<file path="config.mk">
export PLATFORM = sky130hd
export DESIGN_NAME = mem_port_arbiter
export DESIGN_NICKNAME = d
export VERILOG_FILES = /design/src/rtl/mem_arb_pkg.sv /design/src/rtl/mem_port_arbiter_rr.sv /design/src/rtl/mem_port_arbiter.sv
export SDC_FILE = /design/constraint.sdc
export NUM_CORES = 1
export LEC_CHECK = 0
export CORE_AREA = 3 3 144 146
export DETAILED_ROUTE_END_ITERATION = 8
export DIE_AREA = 0 0 147 149
export PLACE_DENSITY_LB_ADDON = 0.1
export SYNTH_ARGS = -nofsm -noshare
export SYNTH_HDL_FRONTEND = slang
export SYNTH_SLANG_ARGS = --single-unit
</file>
<file path="constraint.sdc">
create_clock -name clk -period 2 [get_ports clk]
set_clock_uncertainty 0.15 [all_clocks]
set_input_delay 0.5 -clock clk [delete_from_list [all_inputs] [get_ports clk]]
set_output_delay 0.5 -clock clk [all_outputs]
set_load 0.01 [all_outputs]
</file>
<file path="src/rtl/mem_arb_pkg.sv">
// Shared definitions for the I/D-cache memory port arbiter: FSM states,
// requester IDs and the full-word byte-enable value.
package mem_arb_pkg;

   typedef enum logic [1:0] {
      IDLE   = 2'd0,
      BUSY_I = 2'd1,
      BUSY_D = 2'd2
   } arb_state_t;

   localparam logic       REQ_I   = 1'b0;
   localparam logic       REQ_D   = 1'b1;
   localparam logic [3:0] BE_FULL = 4'hF;

endpackage

</file>
<file path="src/rtl/mem_port_arbiter_rr.sv">
// Combinational two-way round-robin pick: on a tie the side that did not win
// last time is chosen; a lone requester always wins.
module rr_arbiter2
   import mem_arb_pkg::*;
(
   input  logic [1:0] req,
   input  logic       last_grant,
   output logic       gnt_valid,
   output logic       gnt_id
);

   always_comb begin
      gnt_valid = |req;
      gnt_id    = REQ_I;
      if (&req)
         gnt_id = ~last_grant;
      else if (req[REQ_D])
         gnt_id = REQ_D;
   end

endmodule

</file>
<file path="src/rtl/mem_port_arbiter.sv">
// Shares one single-word memory port between I-cache refills and D-cache traffic.
// Optional grant/contention counters are built when MEM_PORT_ARBITER_STATS_EN is defined.
module mem_port_arbiter
   import mem_arb_pkg::*;
#(
   parameter int ADDR_WIDTH = 32,
   parameter int DATA_WIDTH = 32,
   parameter int STAT_WIDTH = 32
) (
   input  logic                  clk,
   input  logic                  rst_n,
   input  logic [ADDR_WIDTH-1:0] icache_mem_addr,
   input  logic                  icache_mem_req,
   output logic [DATA_WIDTH-1:0] icache_mem_rdata,
   output logic                  icache_mem_ready,
   input  logic [ADDR_WIDTH-1:0] dcache_mem_addr,
   input  logic [DATA_WIDTH-1:0] dcache_mem_wdata,
   input  logic [3:0]            dcache_mem_be,
   input  logic                  dcache_mem_we,
   input  logic                  dcache_mem_req,
   output logic [DATA_WIDTH-1:0] dcache_mem_rdata,
   output logic                  dcache_mem_ready,
   output logic [ADDR_WIDTH-1:0] mem_addr,
   output logic [DATA_WIDTH-1:0] mem_wdata,
   output logic [3:0]            mem_be,
   output logic                  mem_we,
   output logic                  mem_req,
   input  logic [DATA_WIDTH-1:0] mem_rdata,
   input  logic                  mem_ready,
   output logic [STAT_WIDTH-1:0] stat_icache_grants,
   output logic [STAT_WIDTH-1:0] stat_dcache_grants,
   output logic [STAT_WIDTH-1:0] stat_contention
);

   arb_state_t state;
   logic       last_grant;
   logic [1:0] req_vec;
   logic       gnt_valid;
   logic       gnt_id;

   // Bit position of each request matches its requester ID.
   assign req_vec = {dcache_mem_req, icache_mem_req};

   rr_arbiter2 u_rr (
      .req        (req_vec),
      .last_grant (last_grant),
      .gnt_valid  (gnt_valid),
      .gnt_id     (gnt_id)
   );

   always_ff @(posedge clk or negedge rst_n) begin
      if (!rst_n) begin
         state      <= IDLE;
         mem_req    <= 1'b0;
         mem_addr   <= '0;
         mem_wdata  <= '0;
         mem_be     <= '0;
         mem_we     <= 1'b0;
         last_grant <= REQ_I;
      end else begin
         case (state)
            IDLE: begin
               if (gnt_valid) begin
                  mem_req    <= 1'b1;
                  last_grant <= gnt_id;
                  if (gnt_id == REQ_D) begin
                     mem_addr  <= dcache_mem_addr;
                     mem_wdata <= dcache_mem_wdata;
                     mem_be    <= dcache_mem_be;
                     mem_we    <= dcache_mem_we;
                     state     <= BUSY_D;
                  end else begin
                     mem_addr  <= icache_mem_addr;
                     mem_wdata <= '0;
                     mem_be    <= BE_FULL;
                     mem_we    <= 1'b0;
                     state     <= BUSY_I;
                  end
               end
            end
            BUSY_I, BUSY_D: begin
               // Always drop back to IDLE so a held request is re-sampled only after its ready.
               if (mem_ready) begin
                  mem_req <= 1'b0;
                  state   <= IDLE;
               end
            end
            default: begin
               mem_req <= 1'b0;
               state   <= IDLE;
            end
         endcase
      end
   end

   assign icache_mem_ready = (state == BUSY_I) && mem_ready;
   assign dcache_mem_ready = (state == BUSY_D) && mem_ready;
   assign icache_mem_rdata = (state == BUSY_I) ? mem_rdata : '0;
   assign dcache_mem_rdata = (state == BUSY_D) ? mem_rdata : '0;

`ifdef MEM_PORT_ARBITER_STATS_EN
   logic [STAT_WIDTH-1:0] cnt_i;
   logic [STAT_WIDTH-1:0] cnt_d;
   logic [STAT_WIDTH-1:0] cnt_cont;
   logic                  grant_i;
   logic                  grant_d;
   logic                  contention;

   function automatic logic [STAT_WIDTH-1:0] sat_inc(input logic [STAT_WIDTH-1:0] v);
      return (&v) ? v : v + {{(STAT_WIDTH-1){1'b0}}, 1'b1};
   endfunction

   assign grant_i    = (state == IDLE) && gnt_valid && (gnt_id == REQ_I);
   assign grant_d    = (state == IDLE) && gnt_valid && (gnt_id == REQ_D);
   // A waiting requester is the tie loser in IDLE, or the other side while busy.
   assign contention = ((state == IDLE) && (&req_vec)) ||
                       ((state == BUSY_I) && dcache_mem_req) ||
                       ((state == BUSY_D) && icache_mem_req);

   always_ff @(posedge clk or negedge rst_n) begin
      if (!rst_n) begin
         cnt_i    <= '0;
         cnt_d    <= '0;
         cnt_cont <= '0;
      end else begin
         if (grant_i)    cnt_i    <= sat_inc(cnt_i);
         if (grant_d)    cnt_d    <= sat_inc(cnt_d);
         if (contention) cnt_cont <= sat_inc(cnt_cont);
      end
   end

   assign stat_icache_grants = cnt_i;
   assign stat_dcache_grants = cnt_d;
   assign stat_contention    = cnt_cont;
`else
   assign stat_icache_grants = '0;
   assign stat_dcache_grants = '0;
   assign stat_contention    = '0;
`endif

endmodule

</file>
==> metrics <==
Placed Area ~0.0070 mm^2; Hold Crit Class reg -> reg; largest net degree at the start of global routing 51; commonest cells in the netlist buf_4 (98), dfrtp_1 (73), a21oi_1 (67), and2_1 (67), nand2_1 (35); I/O pin count 370; gr usage total 13.25%; failing checks negative setup slack; Synth area leader dfrtp_1; fillcell total 1978; CP required around 1.4 ns; Core ar. slightly below 0.02 mm^2; Final period util 107.4%; nets@finish approximately 880; #FFs+latches synth 73; Final HPWL DP ~12000 um; count leader, synth buf_4; Worst path max stage delay ~0.42 ns; Area growth, synth to finish 79.96%; clock power share 16.6%; final setup fails between 60 and 70; share of cells above drive strength 1 about 21%; CTS H-Tree Depth 3; Root Driver clkbuf_16; Buf+Inv Stages, Crit Path 3; Final Hold Violating Endpoints 0; clock latency on the worst-skew pair around 0.34 ns; Slowest cell on crit path dfrtp_1; Die Width 147 um; CP Class reg -> out; Post-synth ARST share between 90% and 100%; sw frac 35.88%; clock buffer depth 2; Die H 149 um; Final Wtd Congestion approximately 0.76; Hold Crit Endpoint mem_req$_DFFE_PN0P_; r2r startpoint state[0]$_DFFE_PN0P_; RSZ-0062 raised after global routing true; Synth Warn # 0; MaxCap Viol Count 0; crit start category flop; CTS buffer count 9; Vias/cell 3.947; Max VDD drop ~0.70 mV; post-synth cell types 21; FF-to-FF End mem_addr[21]$_DFFE_PN0P_; drt total wl approximately 16000 um; DRC Markers 0; I/O Buffers roughly 270; worst path arrival time approximately 1.5 ns; worst path cell trace ha_4 -> buf_12 -> clkbuf_16 -> and2_4 -> buf_6; Post-Synthesis Cells between 400 and 500; cell family with most CP delay flip-flops; Max FO, Critical Path 6; first-pass GRT wire length 22870 um; Clk pin slew, worst setup/hold paths 0.06 ns; die area 0.02190 mm^2; ANT nets after route 0; vias in the first global route ~4100; Int Power 0.006386 W; site row count a little over 50; sequential share of power a little over a quarter; Final WS setup -0.1481 ns; initial antenna violation count 0; Max Freq about 470 MHz; Area contributors post-synth dfrtp_1 (44%), buf_4 (18%), and2_1 (10%); Worst Hold Path Cells 1; status finished, violations left; combinational share of power 56.7%; Pleak between 3 and 4 nW; setup TNS -5.229 ns; Slew Limit Fails 0; Synth Area per Inst approximately 9 um^2; CTS tree done; Antenna Cells 0; PwrDens between 1000 and 1500 mW/mm^2; net switching power about 0.0036 W; Clock Sinks 73; WL/cell 15.55 um; r2r worst-path depth 8; Post-synth EDFFs 0; Synth top area share 44.06%; pre-CTS setup slack -0.3502 ns; total grt overflow 0; overall power 0.009960 W; worst reg2reg setup slack 0.11 ns; CP endpoint kind output pin; Synth Cell Area about 0.0041 mm^2; share of synthesized area occupied by flip-flops and latches between 40% and 50%; via count 3975; initial drt markers around 140; top_reg_cell synth dfrtp_1; Pre-antenna DRT Iters 4; Final Cell Area 0.007462 mm^2; crit path time final ~2.1 ns; start point of the critical path state[0]$_DFFE_PN0P_; initial core utilization a little over a fifth; hold path start mem_req$_DFFE_PN0P_
==> final cells by class <==
| cell class | instances | area (um^2) | area share (%) |
|---|---|---|---|
| clock buffer | 9 | 225.2 | 3.018 |
| multi-input combinational | 347 | 1936 | 25.94 |
| sequential | 73 | 1827 | 24.48 |
| timing repair buffer | 303 | 3053 | 40.91 |
| inverter | 3 | 11.26 | 0.1509 |
| clock inverter | 7 | 78.83 | 1.056 |
| tap | 265 | 331.6 | 4.443 |
==> cells in the final DEF (no fill, tap or decap), drive strengths merged <==
master	instances
dlygate4sd3	1
nand2b	1
clkinv	5
nor2	34
clkdlybuf4s50	205
o21a	1
nand2	35
o22ai	1
o22a	5
buf	94
dlymetal6s2s	1
ha	3
a22o	33
dfrtp	73
bufinv	1
a21oi	67
clkbuf	11
o21ai	1
a21boi	1
conb	96
and2	67
inv	4
a21bo	1
nor2b	1
==> worst register-to-register path, stage by stage, from the launching register on <==
cell	delay [ns]
dfrtp_1	0.42
inv_2	0.10
buf_4	0.10
buf_4	0.10
ha_2	0.26
o21a_1	0.27
buf_12	0.20
nor2_1	0.07
a21oi_1	0.14
==> what timing repair did <==
action / in CTS / in global routing
buffers inserted: 0 / 3
hold endpoints to repair: 23 / 0
resized for setup: 283 / 72
endpoints found under the setup margin: 66 / 67
pin swaps: 3 / 18
gates cloned: 0 / 4
hold buffers: 1 / 0
==> layer usage <==
| layer | vias up | track usage (%) | routed length, um |
|---|---|---|---|
| met5 | - | 0 | 0 |
| met4 | 0 | 4.380 | 182 |
| met3 | 11 | 5.834 | 1671 |
| met2 | 205 | 23.92 | 8211 |
| met1 | 1894 | 13.82 | 5598 |
| li1 | 1865 | - | - |
==> kinds of logic (layout without fill, tap and decap cells) <==
logic type	Yosys count	after routing	share of synthesized area, %
AND/OR/NAND/NOR	138	138	16.66
AO/OA/AOI/OAI	110	110	17.08
buffers and inverters	127	322	21.21
flip-flops	73	73	44.06
adder cells (fa/ha/maj)	3	3	0.9053
other	1	96	0.09044
==> registers in the layout, summed over array words and instances (netlist names) <==
name and cells:
mem_be 4, mem_addr 32, mem_wdata 32, state 2, mem_we 1, mem_req 1, last_grant 1
==> metrics by stage <==
| step | hold slack [ns] | utilization (%) | cells |
|---|---|---|---|
| after detailed placement | 0.3047 | 35.77 | 983 |
| after global placement | 0.3031 | 35.77 | 983 |
| after CTS | 0.3407 | 36.22 | 1000 |
| final | 0.3363 | 38.22 | 1007 |
| after floorplan | 0.05441 | - | 547 |
| after global routing | 0.3649 | 38.22 | 1007 |
==> power by group through the flow <==
| stage | Clock [W] | Sequential, W | Combinational (W) |
|---|---|---|---|
| after floorplan | 0 | 0.00298 | 0.00203 |
| after global placement | 0 | 0.00264 | 0.00537 |
| after detailed placement | 0 | 0.00265 | 0.00539 |
| after CTS | 0.00172 | 0.00266 | 0.00523 |
| after global routing | 0.00178 | 0.00275 | 0.00611 |
| final | 0.00166 | 0.00266 | 0.00565 |
==> how the worst max path moves through the flow <==
stage                                end  slack (ns)  depth (start not counted)
finish              icache_mem_rdata[22]       -0.15                          5
global route        icache_mem_rdata[22]       -0.19                          6
CTS                 icache_mem_rdata[13]       -0.16                          5
detailed placement   icache_mem_rdata[0]       -0.35                          3
global placement     icache_mem_rdata[0]       -0.36                          3
floorplan           dcache_mem_rdata[10]        0.30                          4
Power figures use the tool's default switching activity.
